[config.mk]
export PLATFORM = sky130hd
export DESIGN_NAME = mu0_reg_bank
export DESIGN_NICKNAME = d
export VERILOG_FILES = /design/src/rtl/mu0_reg_bank.sv
export SDC_FILE = /design/constraint.sdc
export NUM_CORES = 1
export LEC_CHECK = 0
export ABC_AREA = 1
export ABC_CLOCK_PERIOD_IN_PS = 3000
export CELL_PAD_IN_SITES_DETAIL_PLACEMENT = 0
export CELL_PAD_IN_SITES_GLOBAL_PLACEMENT = 1
export CORE_MARGIN = 4
export CORE_UTILIZATION = 40
export CTS_BUF_LIST = sky130_fd_sc_hd__clkbuf_2
export DETAILED_ROUTE_END_ITERATION = 10
export GPL_ROUTABILITY_DRIVEN = 0
export PLACE_DENSITY_LB_ADDON = 0.1
export SLEW_MARGIN = 20
export SYNTH_ARGS = -nofsm -noshare
export SYNTH_HDL_FRONTEND = slang
export SYNTH_SLANG_ARGS = --single-unit
[constraint.sdc]
create_clock -name Clk -period 3 [get_ports Clk]
set_input_delay 0.45 -clock Clk [delete_from_list [all_inputs] [get_ports Clk]]
set_output_delay 0.45 -clock Clk [all_outputs]
set_load 0.005 [all_outputs]
[src/rtl/mu0_reg_bank.sv]
// MU0 register bank: DEPTH x WIDTH registers with in-place load/inc/dec/clear,
// two combinational read ports with optional same-cycle forwarding, registered Wrap/Zero flags.
module mu0_reg_bank #(
  parameter  int unsigned WIDTH  = 16,
  parameter  int unsigned DEPTH  = 8,
  parameter  bit          BYPASS = 1'b1,
  localparam int unsigned AW     = $clog2(DEPTH)
) (
  input  logic             Clk,
  input  logic             Reset_n,
  input  logic             En,
  input  logic [1:0]       Op,
  input  logic [AW-1:0]    WAddr,
  input  logic [WIDTH-1:0] D,
  input  logic [AW-1:0]    RAddrA,
  input  logic [AW-1:0]    RAddrB,
  output logic [WIDTH-1:0] QA,
  output logic [WIDTH-1:0] QB,
  output logic             Wrap,
  output logic             Zero
);

  typedef enum logic [1:0] {
    OP_LOAD = 2'b00,
    OP_INC  = 2'b01,
    OP_DEC  = 2'b10,
    OP_CLR  = 2'b11
  } op_e;

  localparam logic [WIDTH-1:0] ALL_ONES = {WIDTH{1'b1}};

  logic [WIDTH-1:0] regs [DEPTH];
  logic [WIDTH-1:0] cur_val;
  logic [WIDTH-1:0] result_c;
  logic             wrap_c;
  logic             zero_c;
  logic             fwd_a_c;
  logic             fwd_b_c;
  op_e              op_c;

  assign op_c    = op_e'(Op);
  assign cur_val = regs[WAddr];

  // Result and flags of the operation on the addressed register
  always_comb begin
    result_c = '0;
    wrap_c   = 1'b0;
    case (op_c)
      OP_LOAD: begin
        result_c = D;
      end
      OP_INC: begin
        result_c = cur_val + WIDTH'(1);
        wrap_c   = (cur_val == ALL_ONES);
      end
      OP_DEC: begin
        result_c = cur_val - WIDTH'(1);
        wrap_c   = (cur_val == '0);
      end
      OP_CLR: begin
        result_c = '0;
      end
      default: begin
        result_c = '0;
      end
    endcase
    zero_c = (result_c == '0);
  end

  // Register array and flags; reset clears everything and blocks a coincident write
  always_ff @(posedge Clk or negedge Reset_n) begin
    if (!Reset_n) begin
      for (int unsigned i = 0; i < DEPTH; i++) begin
        regs[i] <= '0;
      end
      Wrap <= 1'b0;
      Zero <= 1'b0;
    end else if (En) begin
      regs[WAddr] <= result_c;
      Wrap        <= wrap_c;
      Zero        <= zero_c;
    end
  end

  // Forwarding is suppressed while in reset so the ports read the cleared array
  assign fwd_a_c = BYPASS && Reset_n && En && (RAddrA == WAddr);
  assign fwd_b_c = BYPASS && Reset_n && En && (RAddrB == WAddr);

  assign QA = fwd_a_c ? result_c : regs[RAddrA];
  assign QB = fwd_b_c ? result_c : regs[RAddrB];

endmodule

==> results of run 1 <==
-- per-stage QoR --
step | utilization [%] | hold slack [ns] | area [um^2] | worst slack [ns] | TNS [ns]
floorplan | - | 0.154 | 9820 | -0.0939 | -0.364
global placement | 53.8 | 0.468 | 12700 | -1.65 | -130.34
detailed placement | 53.8 | 0.472 | 12700 | -1.62 | -132.68
CTS | 61.4 | 0.348 | 14500 | -1.02 | -23.87
global route | 64.1 | 0.416 | 15100 | -1.24 | -40.14
finish | 64.1 | 0.404 | 15100 | -1.10 | -26.88
-- flip-flops by register name, summed over array words and instances, names as in the netlist --
name	count
regs	128
Zero	1
Wrap	1
-- area by class of cell --
| class | instances | area (um^2) | area share [%] |
|---|---|---|---|
| clock inverter | 15 | 149 | 0.984 |
| antenna | 1 | 2.50 | 0.0165 |
| clock buffer | 17 | 85.1 | 0.562 |
| multi-input combinational | 1083 | 6500 | 43.0 |
| sequential | 130 | 3250 | 21.5 |
| timing repair buffer | 481 | 4070 | 26.9 |
| tap | 319 | 399 | 2.64 |
| inverter | 170 | 674 | 4.46 |
-- final timing paths --
| check | end | from | cells after the start | slack (ns) |
|---|---|---|---|---|
| max | QB[8] | regs[8] | 20 | -1.10 |
| min | regs[38] | Reset_n | 3 | 0.40 |
| max reg2reg | Zero | regs[85] | 25 | -0.42 |
| min reg2reg | Wrap | Wrap | 2 | 0.52 |
| max in group asynchronous | regs[97] | Reset_n | 4 | 1.08 |
| min in group Clk | regs[51] | D[3] | 3 | 0.45 |
-- logic make-up (layout without fill, tap and decap cells) --
family / Yosys count / count (layout)
AOI/OAI and AO/OA: 553 / 553
xor gates and xnor gates: 3 / 3
adders and majority gates: 18 / 18
buffers and inverters: 266 / 683
DFF: 130 / 130
other: 0 / 1
and+or+nand+nor: 509 / 509
-- critical path, stage by stage (launching register included) --
cell	delay [ns]
sky130_fd_sc_hd__dfrtp_1	0.40
sky130_fd_sc_hd__inv_1	0.06
sky130_fd_sc_hd__buf_4	0.13
sky130_fd_sc_hd__buf_4	0.12
sky130_fd_sc_hd__buf_4	0.12
sky130_fd_sc_hd__buf_4	0.12
sky130_fd_sc_hd__buf_4	0.12
sky130_fd_sc_hd__buf_4	0.12
sky130_fd_sc_hd__buf_4	0.13
sky130_fd_sc_hd__buf_4	0.12
sky130_fd_sc_hd__buf_4	0.12
sky130_fd_sc_hd__buf_4	0.13
sky130_fd_sc_hd__buf_4	0.13
sky130_fd_sc_hd__buf_4	0.12
sky130_fd_sc_hd__buf_4	0.12
sky130_fd_sc_hd__buf_4	0.13
sky130_fd_sc_hd__buf_4	0.13
sky130_fd_sc_hd__a21oi_1	0.13
sky130_fd_sc_hd__o22ai_1	0.12
sky130_fd_sc_hd__o21ai_2	0.19
sky130_fd_sc_hd__buf_2	0.15
-- per-layer routing --
metal | GRT usage (%) | share of wire (%) | up-vias
met5 | 0 | 0 | -
met4 | 13.4 | 4.5 | 0
met3 | 5.98 | 9.2 | 143
met2 | 54.4 | 45 | 689
met1 | 46.2 | 41 | 5944
li1 | - | - | 5788
-- power breakdown --
part	total [uW]	switching, uW	internal [uW]
Combinational	4390	2250	2140
Clock	1180	855	323
Sequential	2370	225	2150
-- repair_timing --
| item | in CTS | in global routing |
|---|---|---|
| gates cloned | 0 | 0 |
| hold endpoints to repair | 65 | 0 |
| resized for setup | 403 | 169 |
| endpoints found under the setup margin | 78 | 91 |
| hold buffers | 1 | 0 |
| setup buffers | 109 | 47 |
| pin swaps | 106 | 91 |
-- cell usage after synthesis (all sizes together) --
| cell type | number |
|---|---|
| o21ai | 343 |
| nand2 | 311 |
| inv | 168 |
| a21oi | 153 |
| dfrtp | 130 |
| nor2 | 102 |
| clkbuf | 69 |
| nand3 | 69 |
| buf | 27 |
| o211ai | 25 |
| ha | 17 |
| nor3 | 13 |
| o22ai | 13 |
| a31oi | 10 |
| nand4 | 7 |
| a221oi | 6 |
| nor4 | 3 |
| clkinv | 2 |
| nand3b | 2 |
| or2 | 2 |
| xor2 | 2 |
| a211oi | 1 |
| fa | 1 |
| o21bai | 1 |
| o221ai | 1 |
| xnor2 | 1 |
==> impl_summary.txt, run 1 <==
----------------------------------------------------
[Worst setup path]
  Crit path arrival time ... 3.65 ns
  Required time worst endpoint ... 2.55 ns
  Worst Setup End Kind ... primary output
  Worst Setup Path Type ... flop to primary output
  Critical-path maximum fanout ... 3
  Element type at the critical path start ... flop

[Synthesis]
  Synth Register Bits ... 130
  Number of warnings issued by yosys ... 0
  Gate count of the mapped netlist ... 1479
  Library cells used by synthesis ... 42
  Dominant combinational cell family by area after synthesis ... compound AO/OA/AOI/OAI gates
  Cell type contributing the most total cell area after synthesis ... sky130_fd_sc_hd__dfrtp_1
  Proportion of synthesized area in mux cells ... 0%
  Complex-gate fraction of the synthesized area ... 30.1%
  Leading post-synthesis cells by cell area ... sky130_fd_sc_hd__dfrtp_1 (34%), sky130_fd_sc_hd__o21ai_0 (17%), sky130_fd_sc_hd__nand2_1 (12%)
  Mapped Nets ... 1527
  Simple-gate portion of the synthesized area ... 22.0%
  Share of the yosys chip area belonging to registers ... 33.7%
  Total standard cell area after synthesis ... 9650 um^2
  Share of the synthesized area in the top cell type ... 33.7%
  Post-synthesis average cell area ... 6.53 um^2
  XOR/XNOR Fraction of Synth Area ... 0.272%
  Adder-cell share of the synthesized area ... 2.41%

[Cells and area]
  Filler Cell Count ... 2104
  Fraction of final layout cells with drive strength greater than 1 ... 40.1%
  NumNets Final ... 1931
  Highest-count cells in the layout ignoring fill and taps ... sky130_fd_sc_hd__buf_4 (331), sky130_fd_sc_hd__nand2_1 (247), sky130_fd_sc_hd__o21ai_0 (244)
  Final cell count without fillers ... 2216
  Synthesis-to-layout area growth ... 56.8%
  Most common library cell in the layout ignoring fill and taps ... sky130_fd_sc_hd__buf_4

[Floorplanning]
  Total die area ... 26700 um^2
  Starting Density ... 40.9%
  Area inside the core boundary ... 23600 um^2
  Row cnt ... 56
  Boundary pin count ... 64
  Die X-Extent ... 163 um
  Vertical extent of the die ... 163 um

[Detailed routing]
  Routed len/inst ... 20.9 um
  DRC viols ... 1
  DRT iter0 DRCs ... 1570
  Via count ... 12564
  DR vias/cell ... 5.67
  Length of the first detailed-routing pass in iterations ... 8
  Count of antenna-violating nets left after detailed routing ... 0
  Total detailed-routing wirelength ... 46.3 mm

[Clocking]
  CTS Buffer Depth ... 2
  Number of H-tree levels ... 4
  TritonCTS clock tree ... yes
  Number of buffers created by CTS ... 17
  CTS Root Buffer Type ... sky130_fd_sc_hd__clkbuf_2
  Clock-pin transition on the worst setup and hold timing paths ... 0.28 ns
  Clock sink total ... 130
  Clock insertion delay at the later pin of the skew report ... 0.77 ns

[Timing]
  Final setup violating endpoints ... 62
  Minimum clock period ... 4.10 ns
  Worst Slack Setup Final ... -1.10 ns
  Worst-Margin Slew ... 1.05 ns
  Total count of hold-check failures in the final report ... 0
  Part of the cycle the worst path needs ... 137%
  Setup repair after global routing missed its margin ... true
  F_max ... 244 MHz
  Final Max Slew Viols ... 0
  Clock skew ... 0.0495 ns
  Worst relative slew slack ... 30.2%

[Place]
  Number of port buffers ... 63
  Detailed placer's ending HPWL ... 30.6 mm
  Placed instance count ... 2057

[Status]
  Violated checks ... design-rule violations, negative setup slack
  Result of the run ... complete, but fails checks

[Global route]
  Overflow after GRT ... 0
  Via count of the first global-routing pass ... 11830
  Number of antenna violations at the first check in global routing ... 1
  Pin count of the biggest net entering global routing ... 67
  First-pass GRT wire length ... 69.4 mm
  GRT Total Usage ... 34.1%

[Power and ir drop]
  Power Density ... 525 nW/um^2
  Tot Pwr ... 7940 uW
  IR drop worst, VDD ... 0.000256 V
  Total leakage power ... 0.00706 uW

[Job]
  Max-capacitance violation count ... 0

[Hold path]
  HP Class ... input port to asynchronous set/reset pin

----------------------------------------------------
Power figures use the tool's default switching activity.
==> inputs of run 2 (changes only) <==
Settings changed: CELL_PAD_IN_SITES_DETAIL_PLACEMENT 0 to not set, CELL_PAD_IN_SITES_GLOBAL_PLACEMENT 1 to not set, CTS_BUF_LIST sky130_fd_sc_hd__clkbuf_2 to not set, PLACE_DENSITY_LB_ADDON 0.1 to not set.
==> run 2 against run 1 <==
  * Setup slack better by 0.34 ns
  * Cell count down 2.3%
  * Global-route usage down 2.5 points
  * Register-to-register slack better by 0.13 ns
  * Highest routed layer unchanged
  * The flow finishes with violations (negative setup slack)
  * Critical path depth up 4
  * Critical path type is now input port to primary output
  * Critical endpoint is now QB[10]
  * Non-clock buffer count down 49
==> impl_summary.txt, run 2 (synthesis results as in run 1) <==
----------------------------------------------------
[Floorplanning]
  Starting Density ... 40.9% (unchanged)
  Row cnt ... 56 (unchanged)
  Total die area ... 26700 um^2 (unchanged)
  Area inside the core boundary ... 23600 um^2 (unchanged)
  Vertical extent of the die ... 163 um (unchanged)
  Die X-Extent ... 163 um (unchanged)
  Boundary pin count ... 64 (unchanged)

[Worst setup path]
  Worst Setup Path Type ... input port to primary output
  Critical-path maximum fanout ... 5 (+2)
  Worst Setup End Kind ... primary output
  Crit path arrival time ... 3.31 ns (-0.34 ns)
  Crit Reg-Reg Startpoint ... regs[44]
  Endpoint of the lowest-slack register-to-register path ... Zero
  Delay of the slowest cell on the worst path ... 0.25 ns (-0.15 ns)
  R2R depth ... 20 (-20%)
  Worst path cell trace ... buf_12, buf_12, buf_8, nand2_8, buf_6, a21oi_2, o21ai_1, o21ai_2, nor3_2, buf_4, inv_4, ha_4, buf_12, a21oi_4, nand2_1, nand2_1, nand3_1, nand2_1, nand3_2, o21ai_4, buf_6, nor2_1, a31oi_1, buf_2
  Required time worst endpoint ... 2.55 ns (about the same)
  Element type at the critical path start ... input port
  Setup slack of the worst register-to-register path ... -0.29 ns (+0.13 ns)
  Worst-path cell with the longest stage delay ... sky130_fd_sc_hd__ha_4

[Clocking]
  Post-cts hold buffer count ... 0 (-1)
  Clock insertion delay at the later pin of the skew report ... 0.43 ns (-0.34 ns)
  TritonCTS clock tree ... yes
  Clock sink total ... 130 (unchanged)
  Number of buffers created by CTS ... 17 (unchanged)
  Clock-pin transition on the worst setup and hold timing paths ... 0.06 ns (-0.22 ns)
  Number of H-tree levels ... 4 (unchanged)
  CTS Root Buffer Type ... sky130_fd_sc_hd__clkbuf_16
  CTS Buffer Depth ... 2 (unchanged)

[Detailed routing]
  Routed len/inst ... 21.1 um (+1.0%)
  Length of the first detailed-routing pass in iterations ... 6 (-2)
  DR vias/cell ... 5.76 (+1.5%)
  Count of antenna-violating nets left after detailed routing ... 0 (unchanged)
  Total detailed-routing wirelength ... 45.7 mm (-1.3%)
  Via count ... 12461 (-0.82%)
  DRT iter0 DRCs ... 1849 (+18%)
  DRC viols ... 0 (-1)

[Cells and area]
  NumNets Final ... 1882 (-2.5%)
  Core occupancy in the finished layout ... 65.4% (+1.3 points)
  Most common library cell in the layout ignoring fill and taps ... sky130_fd_sc_hd__buf_4
  Flip-flop count of the largest register after layout ... 128 (unchanged)
  Highest-count cells in the layout ignoring fill and taps ... sky130_fd_sc_hd__buf_4 (286), sky130_fd_sc_hd__o21ai_0 (267), sky130_fd_sc_hd__nand2_1 (242)
  Synthesis-to-layout area growth ... 60.0%
  ANT cells ... 0 (-1)
  Largest registers ... regs x128, Wrap x1, Zero x1
  Register with the highest flop count ... regs
  Final instance area ... 15400 um^2 (+2.1%)
  Fraction of final layout cells with drive strength greater than 1 ... 38.6% (-1.6 points)

[Place]
  Post-place instance area ... 12700 um^2 (-0.20%)
  Number of port buffers ... 63 (unchanged)
  Detailed placer's ending HPWL ... 29.4 mm (-4.0%)

[Global route]
  GRT Total Usage ... 31.6% (-2.5 points)
  Via count of the first global-routing pass ... 11428 (-3.4%)
  Number of antenna violations at the first check in global routing ... 0 (-1)
  First-pass GRT wire length ... 65.0 mm (-6.3%)
  Pin count of the biggest net entering global routing ... 74 (+10%)
  Overflow after GRT ... 0 (unchanged)

[Timing]
  Worst relative slew slack ... 32.9% (+2.7 points)
  Setup repair after global routing missed its margin ... true
  Minimum clock period ... 3.76 ns (-0.342 ns)
  Post-Route Setup TNS ... -14.84 ns (+12.04 ns)
  Clock skew ... 0.0131 ns (-0.0364 ns)
  Final setup violating endpoints ... 34 (-45%)
  Worst Slack Setup Final ... -0.755 ns (+0.342 ns)
  Final Max Slew Viols ... 0 (unchanged)
  Total count of hold-check failures in the final report ... 0 (unchanged)
  F_max ... 266 MHz (+9.1%)
  Part of the cycle the worst path needs ... 125% (-11 points)
  Worst-Margin Slew ... 1.01 ns (-0.0394 ns)
  Hold slack ... 0.189 ns (-0.215 ns)

[Power and ir drop]
  Total leakage power ... 0.00708 uW (+0.41%)
  IR drop worst, VDD ... 0.000341 V (+33%)
  Tot Pwr ... 8770 uW (+11%)
  Power Density ... 568 nW/um^2 (+8.3%)

[Status]
  Result of the run ... complete, but fails checks
  Violated checks ... negative setup slack

[Hold path]
  HP Class ... input port to asynchronous set/reset pin

[Job]
  Max-capacitance violation count ... 0 (unchanged)

----------------------------------------------------
[run 2: report_power, final]
part	switching, uW	internal (uW)	total [uW]
clock	882	1320	2210
combinational	2260	1920	4180
sequential	230	2160	2390
[run 2: layout make-up]
cell class / instances / area [um^2]
clock buffers: 18 / 439
clock inverters: 13 / 160
fillers: 1984 / 8170
inverters: 170 / 698
multi-input cells: 1083 / 6690
flip-flops and latches: 130 / 3250
well taps: 319 / 399
repair buffers: 432 / 3810
[run 2: worst max path at each step]
stage | startpoint | endpoint | slack [ns] | cells after the start
2_1_floorplan | WAddr[0] | QA[15] | -0.09 | 21
3_3_place_gp | WAddr[2] | QB[14] | -1.57 | 19
4_1_cts | WAddr[2] | QA[15] | -0.66 | 20
5_1_grt | regs[44] | QA[14] | -0.94 | 18
6_report | WAddr[1] | QB[10] | -0.76 | 24
3_5_place_dp | WAddr[2] | QB[14] | -1.59 | 19
[run 2: stage by stage]
| step | setup slack [ns] | instances |
|---|---|---|
| finish | -0.755 | 2165 |
| global route | -0.936 | 2165 |
| CTS | -0.663 | 2135 |
| detailed placement | -1.59 | 2054 |
| global placement | -1.57 | 2054 |
| floorplan | -0.0939 | 1479 |
[run 2: layer usage]
metal,vias to the layer above,part of all wire [%],global-route usage [%]
met1,5757,39,42.8
met2,828,45,48.9
li1,5677,-,-
met5,-,0,0
met4,0,6.2,15.5
met3,199,9.8,5.48
[run 2: timing repair]
action | 4_1_cts | 5_1_grt
gates resized for setup | 372 | 224
cloned | 1 | 0
setup buffers | 53 | 40
setup endpoints to repair | 140 | 106
pin swaps | 109 | 113
[run 2: critical path: cells and delay by family]
| kind | cells | cell delay [ns] |
|---|---|---|
| buffers and inverters | 9 | 1.10 |
| adders and majority gates | 1 | 0.25 |
| AOI/OAI and AO/OA | 6 | 0.71 |
| and+or+nand+nor | 8 | 0.77 |
==> edit: new RTL, config.mk and constraints of run 1 <==
Register the inputs `En`, `Op`, `WAddr`, `D`, `RAddrA` and `RAddrB` before use. The logic sees them one clock later.
--- a/src/rtl/mu0_reg_bank.sv
+++ b/src/rtl/mu0_reg_bank.sv
@@ -31,2 +31,18 @@
 
+  logic En_q;
+  logic [1:0] Op_q;
+  logic [AW-1:0] WAddr_q;
+  logic [WIDTH-1:0] D_q;
+  logic [AW-1:0] RAddrA_q;
+  logic [AW-1:0] RAddrB_q;
+
+  always_ff @(posedge Clk) begin
+    En_q     <= En;
+    Op_q     <= Op;
+    WAddr_q  <= WAddr;
+    D_q      <= D;
+    RAddrA_q <= RAddrA;
+    RAddrB_q <= RAddrB;
+  end
+
   logic [WIDTH-1:0] regs [DEPTH];
@@ -40,4 +56,4 @@
 
-  assign op_c    = op_e'(Op);
-  assign cur_val = regs[WAddr];
+  assign op_c    = op_e'(Op_q);
+  assign cur_val = regs[WAddr_q];
 
@@ -49,3 +65,3 @@
       OP_LOAD: begin
-        result_c = D;
+        result_c = D_q;
       end
@@ -77,4 +93,4 @@
       Zero <= 1'b0;
-    end else if (En) begin
-      regs[WAddr] <= result_c;
+    end else if (En_q) begin
+      regs[WAddr_q] <= result_c;
       Wrap        <= wrap_c;
@@ -85,7 +101,7 @@
   // Forwarding is suppressed while in reset so the ports read the cleared array
-  assign fwd_a_c = BYPASS && Reset_n && En && (RAddrA == WAddr);
-  assign fwd_b_c = BYPASS && Reset_n && En && (RAddrB == WAddr);
+  assign fwd_a_c = BYPASS && Reset_n && En_q && (RAddrA_q == WAddr_q);
+  assign fwd_b_c = BYPASS && Reset_n && En_q && (RAddrB_q == WAddr_q);
 
-  assign QA = fwd_a_c ? result_c : regs[RAddrA];
-  assign QB = fwd_b_c ? result_c : regs[RAddrB];
+  assign QA = fwd_a_c ? result_c : regs[RAddrA_q];
+  assign QB = fwd_b_c ? result_c : regs[RAddrB_q];
 
Check against the original RTL: not equivalent (a bounded check fails within 4 cycles, from zero or initial values and one cycle with Reset_n low).
==> edit against run 1 <==
Final cell count shrank 0.72%; design area is 2.1% higher; worst setup slack got worse by 0.078 ns; sequential cell count is 28 higher; power is 2.1% lower; the run ends with negative setup slack left; global-route usage fell by 3.2 points; critical path depth rose by 3; area after synthesis is 4.9% higher; largest cell class unchanged; first-iteration DRC count decreased by 20%; highest routed layer unchanged; via count fell by 2.5%; non-clock buffer count shrank 48; routed wire length down 3.1%.
==> edit: results (changes against run 1) <==
family with the most delay on the worst path buffers and inverters; H-Tree Depth 4 (unchanged); Max Cap Viol 0 (unchanged); initial antenna violation count 1 (unchanged); Seq/Total Area, Yosys 37.67% (+4.0 points); Fill cells 2255 (+7.2%); gr usage total 30.85% (-3.2 points); Worst Hold Class in -> reg; Final Skew 0.07101 ns (+0.02155 ns); pin count of the biggest net entering global routing 84 (+25%); synthesized net count 1557 (+2.0%); critical path fanouts, max 5 (+2); nets 1910 (-1.1%); cell area after layout 15440 µm² (+2.1%); top cells by area, synth dfrtp_1, o21ai_0, nand2_1; clk_lat worst skew 0.79 ns (+0.02 ns); worst endpoint data arrival time 3.73 ns (+0.08 ns); Synth Area in Adders 2.299% (-0.11 points); Netlist cell types 37 (-12%); static leakage 7.156 nW (+1.4%); Hold WS 0.07893 ns (-0.3251 ns); setup TNS -32.71 ns (-5.825 ns); sw power 3.140 mW (-5.7%); DR WL/cell 20.39 µm (-2.4%); Synth Area in Compound Gates 29.88% (-0.24 points); Yosys Warn Count 0 (unchanged); slew margin rel. 43.01% (+13 points); DP Area 13170 µm² (+3.6%); DR pass1 iterations 5 (-3); Setup WS post-layout -1.176 ns (-0.07789 ns); Final Max Tran Viols 0 (unchanged); Post-Layout Cell Count 2200 (-0.72%); initial detailed-routing violation count 1261 (-20%); Cells after DPL 2095 (+1.8%); vias in the first global route 11350 (-4.0%); syn_area_per_cell 6.710 µm² (+2.8%); setup slack at placement -1.061 ns (+0.5594 ns); vias per inst 5.570 (-1.8%); share of cells above drive strength 1 37.28% (-2.9 points); CP max stage delay 0.45 ns (+0.05 ns); asr flop ratio synth 82.28% (-18 points); outcome finished with violations; dpl hpwl 30090 µm (-1.7%); VDD IR-drop max 0.2751 mV (+7.4%); slowest CP cell dfxtp_4; failing checks negative setup slack; post-synthesis mux area share 0% (unchanged); Final setup violation count 64 (+3.2%); Post-synth top cells o21ai_0, nand2_1, a21oi_1, inv_1, dfrtp_1; xor/xnor share of the synthesized area 0.1730% (-0.099 points); Largest regs regs (128), D_q (16); first-pass GRT wire length 67290 µm (-3.0%)
[edit: cell count changes in the layout (fill, tap and decap cells not counted), moves of 9 or more]
cell            run 1  this run
buf_4             331       284
a21oi_1           127       155
nand3_1            48        21
dfxtp_1             0        21
inv_2              38        20
o21ai_1            52        69
inv_1             118       132
o21ai_0           244       230
nor2_1             76        65
nand3_2            15        24
[edit: what timing repair did]
item / CTS / global route
resized for setup: 340 / 268
pin swaps: 63 / 76
hold buffers: 1 / 5
setup buffers: 38 / 37
gates cloned: 2 / 1
hold endpoints to repair: 59 / 5
setup endpoints to repair: 132 / 128
[edit: cell type report]
type	instances	share of cell area, %
repair buffers	433	24.33
multi-input cells	1084	42.36
clock buffers	18	0.5834
flip-flops and latches	158	24.80
inverters	168	4.400
well taps	324	2.625
diodes	1	0.01621
clock inverters	14	0.8751
[edit: path summary, 6_finish.rpt]
| kind | startpoint | end | slack (ns) | cells after the start |
|---|---|---|---|---|
| setup / recovery | WAddr_q[1] | QB[9] | -1.18 | 23 |
| hold / removal | D[3] | D_q[3] | 0.08 | 1 |
| setup reg to reg | WAddr_q[0] | Zero | -0.55 | 23 |
| hold reg to reg | regs[21] | regs[21] | 0.53 | 2 |
| max in group asynchronous | Reset_n | regs[122] | 1.36 | 5 |
| min in group asynchronous | Reset_n | regs[93] | 0.34 | 3 |
[edit: per-layer routing]
| layer | global-route usage, % | vias to the layer above | wire, µm | share of wire (%) |
|---|---|---|---|---|
| met3 | 5.705 | 106 | 3885 | 8.7 |
| met1 | 42.49 | 5743 | 18710 | 42 |
| met4 | 10.46 | 0 | 1862 | 4.2 |
| met5 | 0 | - | 0 | 0 |
| met2 | 49.08 | 619 | 20390 | 45 |
| li1 | - | 5785 | - | - |
[edit: power groups by stage]
stage,clock [mW],combinational [mW],sequential (mW)
2_1_floorplan,0,1.33,2.74
3_3_place_gp,0,2.91,2.76
3_5_place_dp,0,2.93,2.77
4_1_cts,1.23,3.29,2.73
5_1_grt,1.34,4.11,2.78
6_report,1.23,3.80,2.74
[edit: worst reg2reg max path, cell delays in order (launching register included)]
cell and delay (ns):
dfxtp_4 0.43, inv_6 0.11, buf_4 0.17, a21oi_1 0.07
o21ai_1 0.13, nand2_1 0.13, nor3_4 0.24, inv_2 0.08
ha_4 0.28, a21oi_2 0.19, nand3_2 0.12, buf_6 0.14
or2_1 0.22, nand2_1 0.08, nand2_2 0.10, inv_4 0.09
buf_12 0.11, buf_8 0.10, nand2_2 0.06, nor2_4 0.14
nand4_1 0.15, nor2_4 0.17, nand3_2 0.12, nand2_1 0.08
